$ cat src/rtl/ascon_arbiter.sv
// ascon_arbiter
//   Shares one ascon_top encryption core between NB_REQ requesters.
//   The arbiter grants round-robin, launches the core with the winner's
//   key and nonce, and routes the winner's data into the core. It routes
//   cipher blocks and the final tag back to the requesters.
//
// Optional feature macro: ASCON_ARB_LOCK_EN
//   When defined, a requester holding lock_i with req_i still high at the
//   end of its op is re-granted immediately, with no IDLE gap.
//   When undefined, lock_i is ignored and arbitration is strict round-robin.
//
// Ports
//   clock_i, resetb_i     clock, async active-low reset
//   req_i / lock_i        per-requester request / grant lock
//   key_i / nonce_i       per-requester 128-bit key / nonce, packed [NB_REQ-1:0][127:0]
//   data_i / data_valid_i per-requester 64-bit data block and strobe
//   gnt_o                 one-hot grant, 0 when idle
//   cipher_valid_o        cipher strobe, raised only for the granted requester
//   cipher_o              cipher block, broadcast to all requesters
//   tag_o                 tag of the last completed op, broadcast
//   done_o                1-cycle completion pulse to the owner
//   core_*_o              drive the ascon_top inputs (key/nonce registered)
//   core_*_i              come from the ascon_top outputs
module ascon_arbiter #(
  parameter int unsigned NB_REQ = 2
) (
  input  logic                     clock_i,
  input  logic                     resetb_i,
  input  logic [NB_REQ-1:0]        req_i,
  input  logic [NB_REQ-1:0]        lock_i,
  input  logic [NB_REQ-1:0][127:0] key_i,
  input  logic [NB_REQ-1:0][127:0] nonce_i,
  input  logic [NB_REQ-1:0][63:0]  data_i,
  input  logic [NB_REQ-1:0]        data_valid_i,
  output logic [NB_REQ-1:0]        gnt_o,
  output logic [NB_REQ-1:0]        cipher_valid_o,
  output logic [63:0]              cipher_o,
  output logic [127:0]             tag_o,
  output logic [NB_REQ-1:0]        done_o,
  output logic                     core_start_o,
  output logic [127:0]             core_key_o,
  output logic [127:0]             core_nonce_o,
  output logic [63:0]              core_data_o,
  output logic                     core_data_valid_o,
  input  logic [63:0]              core_cipher_i,
  input  logic                     core_cipher_valid_i,
  input  logic [127:0]             core_tag_i,
  input  logic                     core_end_i
);

  localparam int unsigned IW = (NB_REQ > 1) ? $clog2(NB_REQ) : 1;

  typedef enum logic [1:0] {
    S_IDLE,
    S_START,
    S_BUSY,
    S_DONE
  } state_t;

  state_t          state;
  logic [IW-1:0]   rr_ptr;
  logic [IW-1:0]   owner;
  logic [IW-1:0]   pick;
  logic            pick_vld;
  logic [IW-1:0]   rr_next;
  logic            busy;

  function automatic logic [NB_REQ-1:0] onehot(input logic [IW-1:0] idx);
    logic [NB_REQ-1:0] v;
    v      = '0;
    v[idx] = 1'b1;
    return v;
  endfunction

  // Round-robin search: the first set request at or above rr_ptr, wrapping.
  always_comb begin
    int unsigned idx;
    idx      = 0;
    pick     = '0;
    pick_vld = 1'b0;
    for (int unsigned i = 0; i < NB_REQ; i++) begin
      idx = (32'(rr_ptr) + i) % NB_REQ;
      if (!pick_vld && req_i[idx]) begin
        pick     = IW'(idx);
        pick_vld = 1'b1;
      end
    end
  end

  assign rr_next = (32'(owner) == NB_REQ - 1) ? '0 : owner + IW'(1);

  always_ff @(posedge clock_i or negedge resetb_i) begin
    if (!resetb_i) begin
      state        <= S_IDLE;
      rr_ptr       <= '0;
      owner        <= '0;
      gnt_o        <= '0;
      done_o       <= '0;
      core_start_o <= 1'b0;
      core_key_o   <= '0;
      core_nonce_o <= '0;
      tag_o        <= '0;
    end else begin
      core_start_o <= 1'b0;
      done_o       <= '0;
      case (state)
        S_IDLE: begin
          if (pick_vld) begin
            owner        <= pick;
            gnt_o        <= onehot(pick);
            core_key_o   <= key_i[pick];
            core_nonce_o <= nonce_i[pick];
            core_start_o <= 1'b1;
            state        <= S_START;
          end
        end
        S_START: state <= S_BUSY;
        S_BUSY: begin
          if (core_end_i) begin
            tag_o  <= core_tag_i;
            done_o <= gnt_o;
            state  <= S_DONE;
          end
        end
        S_DONE: begin
`ifdef ASCON_ARB_LOCK_EN
          // A locked owner keeps the grant and the pointer, and restarts
          // the core with freshly sampled key and nonce.
          if (lock_i[owner] && req_i[owner]) begin
            core_key_o   <= key_i[owner];
            core_nonce_o <= nonce_i[owner];
            core_start_o <= 1'b1;
            state        <= S_START;
          end else begin
            rr_ptr <= rr_next;
            gnt_o  <= '0;
            state  <= S_IDLE;
          end
`else
          rr_ptr <= rr_next;
          gnt_o  <= '0;
          state  <= S_IDLE;
`endif
        end
        default: state <= S_IDLE;
      endcase
    end
  end

`ifndef ASCON_ARB_LOCK_EN
  logic unused_lock;
  assign unused_lock = ^lock_i;
`endif

  // The data and cipher paths are open only while the core is running.
  // Strobes seen in other states are dropped.
  assign busy              = (state == S_BUSY);
  assign core_data_o       = data_i[owner];
  assign core_data_valid_o = busy & data_valid_i[owner];
  assign cipher_valid_o    = (busy && core_cipher_valid_i) ? gnt_o : '0;
  assign cipher_o          = core_cipher_i;

endmodule

$ cat config.mk
export PLATFORM = sky130hd
export DESIGN_NAME = ascon_arbiter
export DESIGN_NICKNAME = d
export VERILOG_FILES = /design/src/rtl/ascon_arbiter.sv
export SDC_FILE = /design/constraint.sdc
export NUM_CORES = 1
export LEC_CHECK = 0
export ABC_AREA = 1
export CELL_PAD_IN_SITES_DETAIL_PLACEMENT = 0
export CELL_PAD_IN_SITES_GLOBAL_PLACEMENT = 1
export CORE_AREA = 4 4 523 525
export CTS_CLUSTER_SIZE = 24
export DETAILED_ROUTE_END_ITERATION = 8
export DIE_AREA = 0 0 527 529
export HOLD_SLACK_MARGIN = 0.1
export PLACE_DENSITY_LB_ADDON = 0.15
export SKIP_CTS_REPAIR_TIMING = 1
export SLEW_MARGIN = 20
export SYNTH_ARGS = -nofsm -noshare
export SYNTH_HDL_FRONTEND = slang
export SYNTH_SLANG_ARGS = --single-unit
$ cat constraint.sdc
create_clock -name clock_i -period 1.8 [get_ports clock_i]
set_input_delay 0.18 -clock clock_i [delete_from_list [all_inputs] [get_ports clock_i]]
set_output_delay 0.18 -clock clock_i [all_outputs]
set_load 0.05 [all_outputs]
==> results.toml, run 1 <==
[outcome]
outcome = "complete, but fails checks"
violations = "negative setup slack"

[global_routing]
grt_pass1_vias = 23308
overflow = 0
grt_max_degree = 70
antenna_found_initial = 59
grt_pass1_wl_um = 218000
grtUsageTotal_pct = 11.3

[sta]
period_minus_slack_ns = 2.13
setup-tns-final_ns = -15.60
fmax_mhz = 469
hold_ws_ns = 0.119
finalCritPeriodShare_pct = 118
final_hold_viol_count = 0
setup_ws_ns = -0.331
tightest_slew_ns = 0.600
relSlewSlack_pct = 59.9
rsz0062_at_grt = "yes"
slew_violations = 0
finalClockSkew_ns = 0.0681
finalSetupViolations = 68

[synthesis]
synthMuxAreaShare_pct = 7.31
ys_top_cells_by_area = "dfrtp_1, nand2_1, mux2_2"
synth_cells = 2533
synth_compound_area_share_pct = 0.0762
yosys.area_share.adder_pct = 0.254
synth_area_sq_um = 19700
synth.distinct_cells = 19
syn_nets = 3379
yosysWarnings = 0
synth_top_family_by_area = "simple AND/OR/NAND/NOR gates"
synth_area_leader_cell = "dfrtp_1"
synth_xor_area_share_pct = 0
syn_area_per_cell_sq_um = 7.78
seq_area_frac_synth_pct = 49.9
synth_seq_cells = 393
synth_simple_gate_area_share_pct = 35.3
yosys.area.top_type_share_pct = 49.9

[layout]
final_cells = 7618
final_cell_mix = "nand2_1, clkdlybuf4s50_1, buf_4, dfrtp_1, nand3_1"
layout-drive-gt1-share_pct = 25.8
final_util_pct = 15.9
final_common_cell = "nand2_1"
syn_to_final_growth_pct = 117
fin_area_sq_um = 42700
nets = 4828

[route]
post_drt_wl_per_cell_um = 22.0
drt_wl_total_um = 168000
via_count = 22562
drt-initial-drc-count = 988
viasPerCell = 2.96
dr.pass1.iters = 6
drtAntennaViolNets = 0
drc = 0

[cts]
cts_tree = "yes"
htree_levels = 2
clockBufferDepth = 3
cts.sink_count = 393
cts_root_buf = "clkbuf_16"
cts_buffers = 61
clkLatencyLatePin_ns = 0.74
clk_transition_reported_paths_ns = 0.06

[critical_path]
path_max_fanout = 3
reg2reg_from = "state[1]"
startpoint = "state[0]"
crit_path_end_kind = "primary output"
critPathRequiredTime_ns = 1.62
worstPathArrival_ns = 1.95
critPathKind = "reg2out"
crit_path_start_kind = "register"

[power]
p_per_area_nw_per_um2 = 1860
total_power_mw = 79.7
peakVddDrop_v = 0.000894
p_comb_share_pct = 62.2
power_switching_mw = 41.2
p_clk_share_pct = 17.7
p_int_mw = 38.5
seqPwrFrac_pct = 20.1
swShare_pct = 51.7
p_leak_nw = 20.1

[die]
num_rows = 191
die_x_um = 527
die_h_um = 529
dieArea_sq_um = 279000
coreArea_sq_um = 269000
pin_count = 1362
start_util_pct = 7.32

[placed_design]
place_area_sq_um = 37200
dp_hpwl_um = 137000
portBuffers = 1231
pre_cts_slack_ns = -0.319
place_inst = 7288
gp_congestion = 0.774

[flow_run]
drv_cap = 0

[min_path]
hold_class = "in2reg"
holdCritStartpoint = "nonce_i[3]"
-- worst max-delay path, stage by stage (launching register included) --
cell and delay (ns):
dfrtp_1 0.39, inv_2 0.10, ha_4 0.16, buf_8 0.14
inv_6 0.04, nor3_2 0.14, buf_4 0.14, buf_12 0.13
-- power by group through the flow --
stage / logic, mW / registers (mW) / clock network, mW
after floorplan: 11.8 / 29.9 / 0
after global placement: 48.5 / 16.1 / 0
after detailed placement: 48.4 / 16.1 / 0
after CTS: 48.4 / 16.1 / 15.0
after global routing: 52.8 / 16.6 / 15.2
final: 49.6 / 16.0 / 14.1
-- final timing paths --
kind,cells after the start,endpoint,slack (ns)
setup reg to reg,7,core_key_o[72],-0.01
hold reg to reg,2,core_key_o[40],0.47
setup / recovery,7,cipher_valid_o[0],-0.33
hold / removal,5,core_nonce_o[3],0.12
min in group asynchronous,3,tag_o[53],0.20
max in group asynchronous,4,core_key_o[21],0.98
-- cell type report --
type	instances	area [sq um]
Timing Repair Buffer	1620	16600
Antenna cell	13	32.5
Fill cell	30487	227000
Tap cell	3570	4470
Multi-Input combinational cell	1894	9420
Clock inverter	35	594
Inverter	12	65.1
Clock buffer	81	1740
Sequential cell	393	9840
-- per-layer routing --
metal | part of all wire, % | global-route usage (%)
met3 | 11 | 6.06
met4 | 1.5 | 1.90
met2 | 44 | 17.9
met1 | 43 | 13.8
met5 | 0.24 | 0
-- Yosys cell counts --
master    instances
or2_2             2
buf_4            79
clkbuf_1         24
buf_2           128
nor2_1            4
nor3_1            2
o21ai_0           3
dfrtp_1         393
nand3_2           1
nand4_1           3
inv_1            10
nand2_4           1
nand2_2           2
buf_6             3
ha_1              4
nand2_1        1484
inv_2             2
mux2_2          128
nand3_1         260
-- flip-flops by register name, summed over array words and instances, names as in the netlist --
register / flops
core_key_o: 128
core_nonce_o: 128
tag_o: 128
done_o: 2
gnt_o: 2
state: 2
core_start_o: 1
owner: 1
rr_ptr: 1
-- kinds of logic after synthesis --
logic type               Yosys count
buffers and inverters            246
multiplexers                     128
AND/OR/NAND/NOR                 1759
AO/OA/AOI/OAI                      3
adder cells (fa/ha/maj)            4
flip-flops                       393
(Power assumes the default switching activity.)
==> run 2: changes to the inputs <==
CTS_CLUSTER_SIZE = 28   (was 24)
SLEW_MARGIN = unset   (was 20)
TNS_END_PERCENT = 20   (was unset)
==> run 2 against run 1 <==
The run still ends with negative setup slack left. Sequential power hardly changed. First-iteration DRC count is 1.1% lower. Sequential share of layout area is 0.32 points higher. Hold slack better by 0.00066 ns. Power is 1.1% lower. Flip-flop and latch count stayed put. Design area is 1.4% lower. Clock power hardly changed. Setup slack worse by 0.012 ns. Critical path depth stayed put. Non-clock buffer count is 8 lower. Combinational power is 2% lower. Largest cell class unchanged.
==> results.toml, run 2 (synthesis gave the netlist of run 1 again) <==
[outcome]
outcome = "complete, but fails checks"
violations = "negative setup slack"

[sta]
fmax_mhz = 467
finalCritPeriodShare_pct = 119
finalSetupViolations = 68
setup_ws_ns = -0.343
rsz0062_at_grt = "yes"
relSlewSlack_pct = 60.4
tightest_slew_ns = 0.593
final_hold_viol_count = 0
setup-tns-final_ns = -15.27
slew_violations = 0
hold_ws_ns = 0.119
finalClockSkew_ns = 0.0696
period_minus_slack_ns = 2.14

[global_routing]
grt_pass1_vias = 23308
grt_pass1_wl_um = 218000
overflow = 0
grtUsageTotal_pct = 11.3
antenna_found_initial = 59
grt_max_degree = 70

[placed_design]
pre_cts_slack_ns = -0.319
place_inst = 7288
portBuffers = 1231
gp_congestion = 0.774
place_area_sq_um = 37200
dp_hpwl_um = 137000

[layout]
final_cell_mix = "nand2_1, clkdlybuf4s50_1, buf_4, dfrtp_1, nand3_1"
syn_to_final_growth_pct = 114
final_util_pct = 15.7
reg_top3 = "core_key_o x128, core_nonce_o x128, tag_o x128"
final_cells = 7612
n_fill_cell = 30530
fin_area_sq_um = 42200
final_common_cell = "nand2_1"
layout-drive-gt1-share_pct = 24.7
nets = 4820

[cts]
cts_root_buf = "clkbuf_16"
clk_transition_reported_paths_ns = 0.06
cts_buffers = 61
clkLatencyLatePin_ns = 0.74
cts_tree = "yes"
htree_levels = 2
cts.sink_count = 393
clockBufferDepth = 3

[critical_path]
critPathRequiredTime_ns = 1.62
path_max_fanout = 4
critPathKind = "reg2out"
worstPathCellList = "inv_2 > ha_4 > buf_8 > inv_6 > nor3_2 > buf_4 > buf_12"
cp_num_cells = 7
crit_path_end_kind = "primary output"
ff2ff_path_depth = 7
crit_buf_inv = 5
ff2ff_setup_slack_ns = 0
max_stage_delay_ns = 0.39
crit_path_start_kind = "register"
cp_slowest_cell = "dfrtp_1"
cpLargestDelayFamily = "buffers and inverters"
worstPathArrival_ns = 1.96

[route]
drc = 0
drtAntennaViolNets = 0
viasPerCell = 2.95
drt_wl_total_um = 167000
via_count = 22487
post_drt_wl_per_cell_um = 21.9
drt-initial-drc-count = 977
dr.pass1.iters = 5

[die]
start_util_pct = 7.32
die_h_um = 529
pin_count = 1362
num_rows = 191
coreArea_sq_um = 269000
dieArea_sq_um = 279000
die_x_um = 527

[power]
power_switching_mw = 40.8
swShare_pct = 51.7
p_comb_share_pct = 61.8
total_power_mw = 78.8
p_leak_nw = 19.8
peakVddDrop_v = 0.000894
p_int_mw = 38.1
p_per_area_nw_per_um2 = 1870
p_clk_share_pct = 18.0
seqPwrFrac_pct = 20.3

[min_path]
hold_class = "in2reg"
hold_depth = 5

[flow_run]
drv_cap = 0
[run 2: changes by cell type in the layout (fill, tap and decap cells not counted), moves of 2 or more]
cell       change
buf_4          +6
nand2_4       -66
diode_2        +2
buf_6         -10
nand2_1       +38
nand2_2       +28
clkbuf_16      -2
[run 2: metal layers]
metal  GRT usage (%)  share of wire [%]
met5               0               0.25
met4            1.90                1.5
met3            6.06                 11
met2            17.9                 44
met1            13.8                 43
[run 2: power groups by stage]
stage	clock network, mW	registers (mW)	logic [mW]
floorplan	0	29.9	11.8
global placement	0	16.1	48.5
detailed placement	0	16.1	48.4
CTS	15.0	16.1	48.4
global route	15.2	16.6	51.9
finish	14.2	16.0	48.7
[run 2: final cells by class]
cell class | instances | area [sq um] | share of cell area, %
timing repair buffer | 1612 | 16400 | 39.0
sequential | 393 | 9840 | 23.3
multi-input combinational | 1894 | 9000 | 21.3
tap | 3570 | 4470 | 10.6
clock buffer | 81 | 1740 | 4.13
clock inverter | 35 | 594 | 1.41
inverter | 12 | 65.1 | 0.154
antenna | 15 | 37.5 | 0.0890
[run 2: worst register-to-register path, cell delays in order, from the launching register on]
cell     delay [ns]
dfrtp_1        0.44
inv_1          0.10
ha_1           0.29
nand2_8        0.13
buf_12         0.18
buf_12         0.38
nand2_1        0.07
nand2_1        0.05
[run 2: path summary, 6_finish.rpt]
check	from	to
max in group asynchronous	resetb_i	core_key_o[21]
min	nonce_i[52]	core_nonce_o[52]
max	state[0]	cipher_valid_o[0]
max reg2reg	state[1]	core_key_o[72]
min in group asynchronous	resetb_i	tag_o[53]
min reg2reg	core_key_o[40]	core_key_o[40]
